## config.mk

```make
export PLATFORM = sky130hd
export DESIGN_NAME = phy_rx_deserializer
export DESIGN_NICKNAME = d
export VERILOG_FILES = /design/src/rtl/phy_pkg.sv /design/src/rtl/phy_rx_deserializer.sv
export SDC_FILE = /design/constraint.sdc
export NUM_CORES = 1
export LEC_CHECK = 0
export ABC_CLOCK_PERIOD_IN_PS = 5010
export CAP_MARGIN = 20
export CORE_MARGIN = 4
export CORE_UTILIZATION = 61
export CTS_BUF_LIST = sky130_fd_sc_hd__clkbuf_2
export DETAILED_ROUTE_END_ITERATION = 16
export PLACE_DENSITY = 0.86
export SLEW_MARGIN = 20
export SYNTH_ARGS = -nofsm -noshare
export SYNTH_HDL_FRONTEND = slang
export SYNTH_SLANG_ARGS = --single-unit
export TNS_END_PERCENT = 5
```

## constraint.sdc

```tcl
create_clock -name clk32f -period 5.01 [get_ports clk32f]
set_input_delay 1.002 -clock clk32f [delete_from_list [all_inputs] [get_ports clk32f]]
set_output_delay 1.002 -clock clk32f [all_outputs]
set_load 0.1 [all_outputs]
```

## src/rtl/phy_pkg.sv

```systemverilog
// Shared PHY definitions: comma symbol, receive FSM encoding and lock depth.
package phy_pkg;

  localparam logic [7:0] COM             = 8'hBC;
  localparam int         BC_LOCK_DEFAULT = 4;
  localparam int         DATA_W_DEFAULT  = 8;

  typedef enum logic [1:0] {
    RX_UNLOCKED = 2'd0,
    RX_ALIGNING = 2'd1,
    RX_ACTIVE   = 2'd2
  } rx_state_e;

endpackage

```

## src/rtl/phy_rx_deserializer.sv

```systemverilog
// Receive lane deserializer: bit-granular COM search, byte alignment lock,
// then aligned byte delivery with a valid flag and a boundary strobe.
module phy_rx_deserializer
  import phy_pkg::*;
#(
  parameter int BC_LOCK = BC_LOCK_DEFAULT,
  parameter int DATA_W  = DATA_W_DEFAULT
) (
  input  logic              clk32f,
  input  logic              reset,
  input  logic              data_in,
  output logic [DATA_W-1:0] data_out,
  output logic              valid_out,
  output logic              byte_strobe,
  output logic              active
);

  rx_state_e         state_q, state_d;
  logic [DATA_W-1:0] shift_reg;
  logic [DATA_W-1:0] byte_next;
  logic [2:0]        bit_cnt, bit_cnt_d;
  logic [3:0]        bc_cnt, bc_cnt_d;
  logic [DATA_W-1:0] data_d;
  logic              valid_d;
  logic              strobe_d;
  logic              is_com;
  logic              boundary;

  assign byte_next = {shift_reg[DATA_W-2:0], data_in};
  assign is_com    = (byte_next == COM);
  assign boundary  = (bit_cnt == 3'd7);
  assign active    = (state_q == RX_ACTIVE);

  // Next-state, counter and output decode for the alignment FSM.
  always_comb begin
    state_d   = state_q;
    bit_cnt_d = bit_cnt;
    bc_cnt_d  = bc_cnt;
    data_d    = data_out;
    valid_d   = valid_out;
    strobe_d  = 1'b0;
    unique case (state_q)
      RX_UNLOCKED: begin
        // Counter stays parked so the first aligned byte starts at bit 0.
        bit_cnt_d = 3'd0;
        bc_cnt_d  = 4'd0;
        valid_d   = 1'b0;
        if (is_com) begin
          bc_cnt_d = 4'd1;
          state_d  = (BC_LOCK == 1) ? RX_ACTIVE : RX_ALIGNING;
        end
      end
      RX_ALIGNING: begin
        bit_cnt_d = bit_cnt + 3'd1;
        if (boundary) begin
          strobe_d = 1'b1;
          if (is_com) begin
            bc_cnt_d = bc_cnt + 4'd1;
            if ((bc_cnt + 4'd1) == 4'(BC_LOCK)) begin
              state_d = RX_ACTIVE;
            end
          end else begin
            // Alignment broken: drop this byte and resume the bit search.
            state_d   = RX_UNLOCKED;
            bc_cnt_d  = 4'd0;
            bit_cnt_d = 3'd0;
          end
        end
      end
      RX_ACTIVE: begin
        bit_cnt_d = bit_cnt + 3'd1;
        if (boundary) begin
          strobe_d = 1'b1;
          if (is_com) begin
            valid_d = 1'b0;
          end else begin
            data_d  = byte_next;
            valid_d = 1'b1;
          end
        end
      end
      default: begin
        state_d   = RX_UNLOCKED;
        bit_cnt_d = 3'd0;
        bc_cnt_d  = 4'd0;
        valid_d   = 1'b0;
      end
    endcase
  end

  // State, counters, shifter and registered outputs; async clear on reset.
  always_ff @(posedge clk32f or posedge reset) begin
    if (reset) begin
      state_q     <= RX_UNLOCKED;
      shift_reg   <= '0;
      bit_cnt     <= 3'd0;
      bc_cnt      <= 4'd0;
      data_out    <= '0;
      valid_out   <= 1'b0;
      byte_strobe <= 1'b0;
    end else begin
      state_q     <= state_d;
      shift_reg   <= byte_next;
      bit_cnt     <= bit_cnt_d;
      bc_cnt      <= bc_cnt_d;
      data_out    <= data_d;
      valid_out   <= valid_d;
      byte_strobe <= strobe_d;
    end
  end

endmodule
```

==> results of run 1 <==
[stage by stage]
stage / worst slack, ns / std cells / power (mW)
2_1_floorplan: 2.53 / 101 / 0.243
3_3_place_gp: 1.98 / 136 / 0.250
3_5_place_dp: 1.94 / 136 / 0.251
4_1_cts: 1.51 / 140 / 0.378
5_1_grt: 1.38 / 140 / 0.390
6_report: 1.51 / 140 / 0.376
[cells by family (layout without fill, tap and decap cells)]
kind of cell,count (synthesis),count (layout),synth area share [%]
AO/OA/AOI/OAI,26,26,14.8
buffers and inverters,10,24,3.75
multiplexers,6,6,7.49
adder cells (fa/ha/maj),7,7,7.28
AND/OR/NAND/NOR,26,26,12.6
flip-flops,26,26,54.1
[power breakdown]
group | switching [mW] | internal (mW) | total [mW]
Clock | 0.0592 | 0.0688 | 0.128
Sequential | 0.00384 | 0.215 | 0.219
Combinational | 0.0199 | 0.00979 | 0.0297
Total | 0.0829 | 0.293 | 0.376
[metal layers]
metal	track usage [%]	part of all wire, %
met3	1.99	3.8
met4	5.11	0.98
met2	27.1	47
met5	0	0
met1	28.2	48
[cell usage after synthesis]
cell type / count / area, sq um
nor2_4: 1 / 11.3
clkbuf_1: 2 / 7.51
or2_1: 1 / 6.26
a21oi_1: 6 / 30.0
o211a_1: 2 / 20.0
and4_1: 1 / 8.76
and2_1: 2 / 12.5
nor2b_1: 2 / 12.5
o31ai_1: 1 / 7.51
nand2b_1: 1 / 6.26
and3b_1: 1 / 8.76
o2111ai_1: 1 / 8.76
nor2_1: 3 / 11.3
a21o_1: 1 / 7.51
o21ai_0: 6 / 30.0
or4b_4: 1 / 13.8
a221o_1: 1 / 10.0
nand4_1: 1 / 6.26
nor3_1: 2 / 10.0
o211ai_1: 1 / 7.51
mux2_4: 6 / 90.1
ha_1: 7 / 87.6
dfrtp_1: 26 / 651
inv_1: 7 / 26.3
o22a_1: 2 / 17.5
o22ai_1: 2 / 12.5
nand2_1: 7 / 26.3
a32oi_1: 3 / 26.3
buf_6: 1 / 11.3
nor3b_1: 1 / 7.51
nand3_1: 2 / 10.0
[worst paths after layout]
kind                                             start                      end  slack (ns)
worst max-delay path            state_q[0]$_DFFE_PP0P_                   active        1.51
worst min-delay path            shift_reg[4]$_DFF_PP0_   shift_reg[5]$_DFF_PP0_        0.44
worst max register to register  shift_reg[5]$_DFF_PP0_  data_out[1]$_DFFE_PP0P_        2.96
worst min register to register  shift_reg[4]$_DFF_PP0_   shift_reg[5]$_DFF_PP0_        0.44
max in group asynchronous                        reset    bc_cnt[0]$_DFFE_PP0P_        3.34
min in group asynchronous                        reset   shift_reg[4]$_DFF_PP0_        1.12
[final cells by class]
class | count | area share (%)
clock buffers | 3 | 1.08
inverters | 7 | 1.89
flip-flops and latches | 26 | 46.8
multi-input cells | 65 | 36.5
clock inverters | 1 | 2.16
repair buffers | 13 | 9.36
well taps | 25 | 2.25
==> flow_summary_export.csv, run 1 <==
group,metric,value,unit
drt,vias,830,
clock_tree,clk_pin_slew,0.23,ns
drt,drtPass1Iterations,4,
sta,rsz0062_at_grt,"false",
grt,grt_pass1_wl,3770,um
clock_tree,insertion_delay,0.34,ns
yosys,syn_nets,111,
yosys,yosysSeqAreaShare,54.1,%
placement,io_buffer_count,13,
sta,setup_viol,0,
sta,tightest_slew,0.983,ns
layout,area.sequential,651,sq um
clock_tree,cts_setup_buffers,0,
sta,max_freq,0.286,GHz
layout,largest_reg_flops,8,
layout,n_fill_cell,134,
clock_tree,clk_path_buf_depth,2,
sta,timing.hold.ws,0.435,ns
sta,slew_viol_final,0,
yosys,syn-mean-instance-area,11.9,sq um
outcome,outcome,"finished, final reports clean",
setup_path,worstPathArrival,2.50,ns
clock_tree,cts_tree,"yes",
floorplanning,die_area,2750,sq um
setup_path,critPathKind,"flop to output port",
setup_path,critPathTopFamily,"buffers and inverters",
drt,drt-wirelength-per-cell,15.2,um
sta,tns,0,ns
clock_tree,htree_num_levels,1,
flow_run,drv_cap,0,
layout,fin_nets,126,
layout,final_cell_area,1390,sq um
sta,hold_viol,0,
setup_path,worst-endpoint-required,4.01,ns
setup_path,cp.depth,3,
setup_path,endpoint_kind,"output port",
clock_tree,cts-root-buf,"clkbuf_2",
layout,final_cell_mix,"dfrtp_1, clkdlybuf4s50_1, inv_1, nand2_1, ha_1",
floorplanning,core,1800,sq um
sta,fin_crit,3.50,ns
floorplanning,dieWidth,52.4,um
grt,grt_max_degree,27,
grt,antenna_found_initial,0,
layout,drive_above_1_share,10.4,%
layout,multiInputGateArea,507,sq um
layout,area_delta_synth_final,15.6,%
grt,grt-ovfl-total,0,
sta,timing.final.crit_share,69.9,%
setup_path,crit_buf_inv,2,
floorplanning,die_h,52.4,um
layout,n_antenna_cell,0,
sta,relSlewSlack,34.3,%
setup_path,critPathMaxFanout,10,
setup_path,r2r_cells,4,
clock_tree,clkSinkCount,26,
clock_tree,postCtsHoldBufs,0,
floorplanning,io_pins,14,
drt,dr.first_iter.drc_count,17,
clock_tree,cts_buffers,3,
pwr,ir_worst_vdd,0.250,mV
yosys,synthCells,101,
layout,final_common_cell,"dfrtp_1",
drt,drtAntennaViolNets,0,
pwr,power.density,271,nW/um^2
layout,final_util,77.2,%
setup_path,startpoint_type,"flop",
setup_path,critPathSlowestCell,"clkdlybuf4s50_1",
setup_path,cpPeakStageDelay,1.21,ns
clock_tree,ctsResizeCount,0,
grt,grtUsageTotal,18.3,%
pwr,power_leakage,0.669,nW
yosys,ys_ff_latch,26,
hold_path,min_path_cells,0,
floorplanning,initial_core_util,66.7,%
placement,place.gp.congestion,0.893,
yosys,netlist_area,1200,sq um
drt,drc,0,
sta,skew,0.00993,ns
yosys,synth.distinct_cells,31,
hold_path,holdCritPathClass,"flop to flop",
placement,placed_cell_area,1350,sq um
yosys,yosys_warnings,0,
placement,place_hpwl,1540,um
drt,routed_wl,2130,um
floorplanning,std_cell_rows,15,
grt,grt_pass1_vias,777,
drt,avgViaCountPerCell,5.93,
setup_path,path_cells,"inv_1 -> ha_1 -> clkdlybuf4s50_1",
(Power assumes the default switching activity.)
==> run 2: changes to the inputs <==
--- a/config.mk
+++ b/config.mk
@@ -5,13 +5,13 @@
 export SDC_FILE = /design/constraint.sdc
 export NUM_CORES = 1
 export LEC_CHECK = 0
-export ABC_CLOCK_PERIOD_IN_PS = 5010
+export ABC_CLOCK_PERIOD_IN_PS = 3200
 export CAP_MARGIN = 20
 export CORE_MARGIN = 4
-export CORE_UTILIZATION = 61
+export CORE_UTILIZATION = 51
 export CTS_BUF_LIST = sky130_fd_sc_hd__clkbuf_2
 export DETAILED_ROUTE_END_ITERATION = 16
-export PLACE_DENSITY = 0.86
+export PLACE_DENSITY = 0.77
 export SLEW_MARGIN = 20
 export SYNTH_ARGS = -nofsm -noshare
 export SYNTH_HDL_FRONTEND = slang
==> constraint.sdc (replaced) <==
create_clock -name clk32f -period 3.2 [get_ports clk32f]
set_input_delay 0.64 -clock clk32f [delete_from_list [all_inputs] [get_ports clk32f]]
set_output_delay 0.64 -clock clk32f [all_outputs]
set_load 0.1 [all_outputs]
==> run 2 against run 1 <==
Non-clock buffer count stayed put. Core utilization is 17 points lower. Clock skew is 0.0048 ns higher. Clock-buffer cell count stayed put. Register-to-register slack lost 1.8 ns. Sequential power rose by 56%. Clock power is 7% lower. Routed wire length increased by 0.19%. Final area down 3.6%. Worst hold slack worse by 0.0014 ns. Critical path type is now primary input to flop.
==> flow_summary_export.csv, run 2 (synthesis results as in run 1) <==
group,metric,value,unit
layout,largest_reg_flops,8,
layout,n_fill_cell,184,
setup_path,startpoint_type,"primary input",
drt,drc,0,
layout,n_antenna_cell,0,
clock_tree,clk_pin_slew,0.22,ns
sta,hold_viol,0,
sta,relSlewSlack,38.6,%
grt,grt_max_degree,27,
layout,final_cell_mix,"dfrtp_1, buf_4, inv_1, nand2_1, ha_1",
drt,drtPass1Iterations,4,
setup_path,rr_startpoint,"shift_reg[0]$_DFF_PP0_",
setup_path,endpoint_kind,"flop",
floorplanning,die_area,3200,sq um
sta,timing.hold.ws,0.434,ns
grt,grt_pass1_vias,795,
sta,tightest_slew,0.921,ns
floorplanning,dieWidth,56.6,um
layout,final_cell_count_no_fill,143,
floorplanning,std_cell_rows,17,
grt,grtUsageTotal,14.1,%
grt,antenna_found_initial,0,
placement,placed_cell_area,1320,sq um
sta,tns,0,ns
hold_path,min_path_cells,0,
sta,skew,0.0147,ns
clock_tree,ctsResizeCount,0,
pwr,power.density,379,nW/um^2
drt,dr.first_iter.drc_count,23,
floorplanning,io_pins,14,
setup_path,worstPathArrival,2.58,ns
hold_path,holdCritPathClass,"flop to flop",
sta,post-route-worst-setup-slack,0.874,ns
sta,setup_viol,0,
floorplanning,die_h,56.6,um
setup_path,critPathMaxFanout,8,
clock_tree,htree_num_levels,1,
setup_path,cpPeakStageDelay,0.54,ns
drt,avgViaCountPerCell,5.65,
flow_run,drv_cap,0,
hold_path,hold_path_startpoint,"shift_reg[4]$_DFF_PP0_",
sta,timing.final.crit_share,72.7,%
sta,fin_crit,2.33,ns
clock_tree,cts_tree,"yes",
hold_path,holdPathEnd,"shift_reg[5]$_DFF_PP0_",
setup_path,worst-endpoint-required,3.45,ns
clock_tree,postCtsHoldBufs,0,
setup_path,r2r_end,"data_out[6]$_DFFE_PP0P_",
pwr,power_leakage,0.678,nW
placement,io_buffer_count,13,
layout,drive_above_1_share,19.1,%
layout,fin_nets,126,
placement,place_hpwl,1580,um
drt,drt-wirelength-per-cell,14.9,um
pwr,ir_worst_vdd,0.283,mV
outcome,outcome,"finished, final reports clean",
sta,slew_viol_final,0,
placement,dpl.cell_count,139,
clock_tree,cts-root-buf,"clkbuf_2",
setup_path,critPathKind,"primary input to flop",
placement,post-place-ws,0.497,ns
sta,max_freq,0.430,GHz
setup_path,critPathSlowestCell,"or4b_4",
layout,final_cell_area,1340,sq um
clock_tree,insertion_delay,0.34,ns
setup_path,critPathTopFamily,"simple AND/OR/NAND/NOR gates",
setup_path,path_cells,"clkdlybuf4s50_1 -> or4b_4 -> nor2_4 -> or2_1 -> mux2_4",
grt,grt_pass1_wl,3570,um
layout,multiInputGateArea,507,sq um
drt,vias,808,
layout,final_common_cell,"dfrtp_1",
clock_tree,cts_setup_buffers,0,
setup_path,worst-r2r-setup-slack,1.14,ns
setup_path,crit_buf_inv,1,
placement,place.gp.congestion,0.949,
drt,routed_wl,2140,um
layout,area.sequential,651,sq um
floorplanning,initial_core_util,53.8,%
layout,area_delta_synth_final,11.4,%
clock_tree,clk_path_buf_depth,2,
setup_path,r2r_cells,4,
floorplanning,core,2230,sq um
clock_tree,cts_buffers,3,
grt,grt-ovfl-total,0,
drt,drtAntennaViolNets,0,
clock_tree,clkSinkCount,26,
sta,rsz0062_at_grt,"false",
setup_path,setup.worst_path.start,"data_in",
==> run 2: where the power goes <==
part | internal (mW) | switching, mW
Clock | 0.0272 | 0.0923
Combinational | 0.0151 | 0.0304
Sequential | 0.336 | 0.00626
Total | 0.378 | 0.129
==> run 2: worst max path at each step <==
stage | slack (ns) | endpoint | cells past startpoint
after floorplan | 0.72 | data_out[0]$_DFFE_PP0P_ | 7
after global placement | 0.57 | data_out[1]$_DFFE_PP0P_ | 5
after detailed placement | 0.50 | data_out[1]$_DFFE_PP0P_ | 5
after CTS | 0.89 | data_out[6]$_DFFE_PP0P_ | 5
after global routing | 0.83 | data_out[6]$_DFFE_PP0P_ | 5
final | 0.87 | data_out[6]$_DFFE_PP0P_ | 5
==> run 2: stage by stage <==
step	power, mW	utilization, %
floorplan	0.380	-
global placement	0.392	59.2
detailed placement	0.394	59.2
CTS	0.508	60.0
global route	0.535	60.0
finish	0.507	60.0
==> run 2: routing by layer <==
layer  GRT usage (%)  part of all wire (%)  up-vias
met5               0                     0        -
met1            19.1                    47      389
met3            2.07                   4.2        4
met2            23.8                    48       22
met4            3.05                  0.89        0
li1                -                     -      393
==> run 2: layout make-up <==
| cell class | count | area share [%] |
|---|---|---|
| Multi-Input combinational cell | 65 | 37.8 |
| Tap cell | 28 | 2.61 |
| Timing Repair Buffer | 13 | 7.66 |
| Clock buffer | 3 | 1.12 |
| Clock inverter | 1 | 0.280 |
| Inverter | 7 | 1.96 |
| Sequential cell | 26 | 48.6 |
==> run 3: changes to the inputs <==
--- a/config.mk
+++ b/config.mk
@@ -5,7 +5,7 @@
 export SDC_FILE = /design/constraint.sdc
 export NUM_CORES = 1
 export LEC_CHECK = 0
-export ABC_CLOCK_PERIOD_IN_PS = 3200
+export ABC_CLOCK_PERIOD_IN_PS = 2100
 export CAP_MARGIN = 20
 export CORE_MARGIN = 4
 export CORE_UTILIZATION = 51
==> constraint.sdc (replaced) <==
create_clock -name clk32f -period 2.1 [get_ports clk32f]
set_input_delay 0.42 -clock clk32f [delete_from_list [all_inputs] [get_ports clk32f]]
set_output_delay 0.42 -clock clk32f [all_outputs]
set_load 0.1 [all_outputs]
==> run 3 against run 2 <==
Flip-flop and latch count did not move. Critical endpoint is now data_out[2]$_DFFE_PP0P_. Highest routed layer unchanged. Global-route usage is 2.6 points higher. Non-clock buffer count increased by 5.
==> flow_summary_export.csv, run 3 (synthesis results as in run 1) <==
group,metric,value,unit
drt,avgViaCountPerCell,5.84,
clock_tree,insertion_delay,0.35,ns
pwr,pwr-share-clk,34.2,%
grt,grt_pass1_vias,918,
setup_path,worst-endpoint-required,2.36,ns
setup_path,endpoint_kind,"flop",
clock_tree,clk_pin_slew,0.24,ns
setup_path,rr_startpoint,"shift_reg[0]$_DFF_PP0_",
layout,fin_nets,131,
pwr,intPower,0.702,mW
sta,timing.final.crit_share,88.0,%
clock_tree,postCtsHoldBufs,0,
clock_tree,cts-root-buf,"clkbuf_2",
drt,vias,864,
setup_path,worstPathArrival,2.11,ns
setup_path,startpoint_type,"flop",
clock_tree,ctsResizeCount,0,
layout,n_antenna_cell,0,
drt,dr.first_iter.drc_count,22,
pwr,p_comb_share,8.1,%
setup_path,critPathMaxFanout,7,
layout,final_cell_mix,"dfrtp_1, buf_4, inv_1, nand2_1",
layout,largest_reg_flops,8,
pwr,ir_worst_vdd,0.586,mV
clock_tree,clk_path_buf_depth,2,
grt,grt_max_degree,27,
setup_path,r2r_cells,5,
drt,drc,0,
sta,relSlewSlack,77.8,%
layout,area.sequential,651,sq um
pwr,power.density,628,nW/um^2
drt,drtAntennaViolNets,0,
outcome,outcome,"finished, final reports clean",
drt,drtPass1Iterations,4,
floorplanning,dieWidth,56.6,um
sta,tightest_slew,0.333,ns
clock_tree,cts_buffers,3,
placement,placed_cell_area,1400,sq um
clock_tree,cts_tree,"yes",
grt,antenna_found_initial,0,
clock_tree,cts_setup_buffers,0,
layout,final_cell_area,1440,sq um
pwr,seqPwrFrac,57.7,%
layout,area_delta_synth_final,19.9,%
pwr,p_sw_share,22.4,%
sta,skew,0.0178,ns
sta,slew_viol_final,0,
floorplanning,io_pins,14,
drt,drt-wirelength-per-cell,16.4,um
grt,grt_pass1_wl,4220,um
placement,place.gp.congestion,0.837,
placement,io_buffer_count,13,
clock_tree,htree_num_levels,1,
floorplanning,die_h,56.6,um
sta,setup_viol,0,
sta,hold_viol,0,
setup_path,critPathKind,"flop to flop",
clock_tree,clkSinkCount,26,
grt,grt-ovfl-total,0,
layout,n_fill_cell,183,
sta,fin_crit,1.85,ns
placement,place_hpwl,1770,um
floorplanning,initial_core_util,53.8,%
setup_path,worst-r2r-setup-slack,0.25,ns
flow_run,drv_cap,0,
grt,grtUsageTotal,16.7,%
floorplanning,core,2230,sq um
hold_path,holdCritPathClass,"primary input to asynchronous set/reset pin",
floorplanning,die_area,3200,sq um
pwr,power_leakage,0.725,nW
sta,max_freq,0.541,GHz
floorplanning,std_cell_rows,17,
layout,final_common_cell,"dfrtp_1",
setup_path,r2r_end,"data_out[2]$_DFFE_PP0P_",
layout,multiInputGateArea,519,sq um
layout,final_util,64.5,%
sta,rsz0062_at_grt,"false",
layout,drive_above_1_share,24.2,%
pwr,power.switching,0.203,mW
drt,routed_wl,2420,um
[run 3: cell count changes in the layout (fill, tap and decap cells not counted)]
| cell | change |
|---|---|
| ha_4 | +1 |
| ha_1 | -1 |
| clkinv_1 | -1 |
| buf_12 | +2 |
| buf_4 | +3 |
| bufinv_16 | +1 |
[run 3: cell type report]
class | instances | share of cell area, %
clock buffers | 3 | 1.04
clock inverters | 1 | 2.08
inverters | 7 | 1.82
multi-input cells | 65 | 36.0
flip-flops and latches | 26 | 45.1
well taps | 28 | 2.43
repair buffers | 18 | 11.5
[run 3: routing by layer]
| metal | vias up | wire length, um | share of wire [%] | GRT usage [%] |
|---|---|---|---|---|
| li1 | 401 | - | - | - |
| met1 | 426 | 1030 | 43 | 21.7 |
| met2 | 33 | 1230 | 51 | 27.4 |
| met3 | 4 | 134 | 5.5 | 4.83 |
| met4 | 0 | 29 | 1.2 | 4.07 |
| met5 | - | 0 | 0 | 0 |
[run 3: power by group through the flow]
stage	logic (mW)	registers (mW)	clock network (mW)
after floorplan	0.0459	0.534	0
after global placement	0.0724	0.530	0
after detailed placement	0.0734	0.530	0
after CTS	0.0744	0.522	0.313
after global routing	0.0832	0.524	0.334
final	0.0735	0.522	0.309
[run 3: worst max-delay path by stage]
stage	end	start	depth (start not counted)	slack, ns
2_1_floorplan	data_out[0]$_DFFE_PP0P_	state_q[0]$_DFFE_PP0P_	7	0.07
3_5_place_dp	data_out[0]$_DFFE_PP0P_	data_in	6	-0.11
6_report	data_out[2]$_DFFE_PP0P_	shift_reg[0]$_DFF_PP0_	5	0.25
3_3_place_gp	data_out[5]$_DFFE_PP0P_	data_in	6	-0.09
5_1_grt	bit_cnt[0]$_DFF_PP0_	state_q[1]$_DFFE_PP0P_	7	0.17
4_1_cts	data_out[6]$_DFFE_PP0P_	shift_reg[0]$_DFF_PP0_	5	0.26
[run 3: critical path, stage by stage, from the launching register on]
cell and delay, ns:
dfrtp_1 0.48, or4b_4 0.57, nor2_4 0.13, or2_1 0.15, buf_12 0.13, mux2_4 0.29
[run 3: stage by stage]
| step | std cells | hold slack, ns | setup WS (ns) | TNS, ns | power (mW) |
|---|---|---|---|---|---|
| after global placement | 144 | 0.389 | -0.0904 | -0.539 | 0.602 |
| after global routing | 148 | 0.387 | 0.171 | 0 | 0.942 |
| after floorplan | 101 | 0.374 | 0.0719 | 0 | 0.580 |
| after CTS | 148 | 0.390 | 0.262 | 0 | 0.910 |
| after detailed placement | 144 | 0.398 | -0.112 | -0.634 | 0.604 |
| final | 148 | 0.368 | 0.252 | 0 | 0.905 |
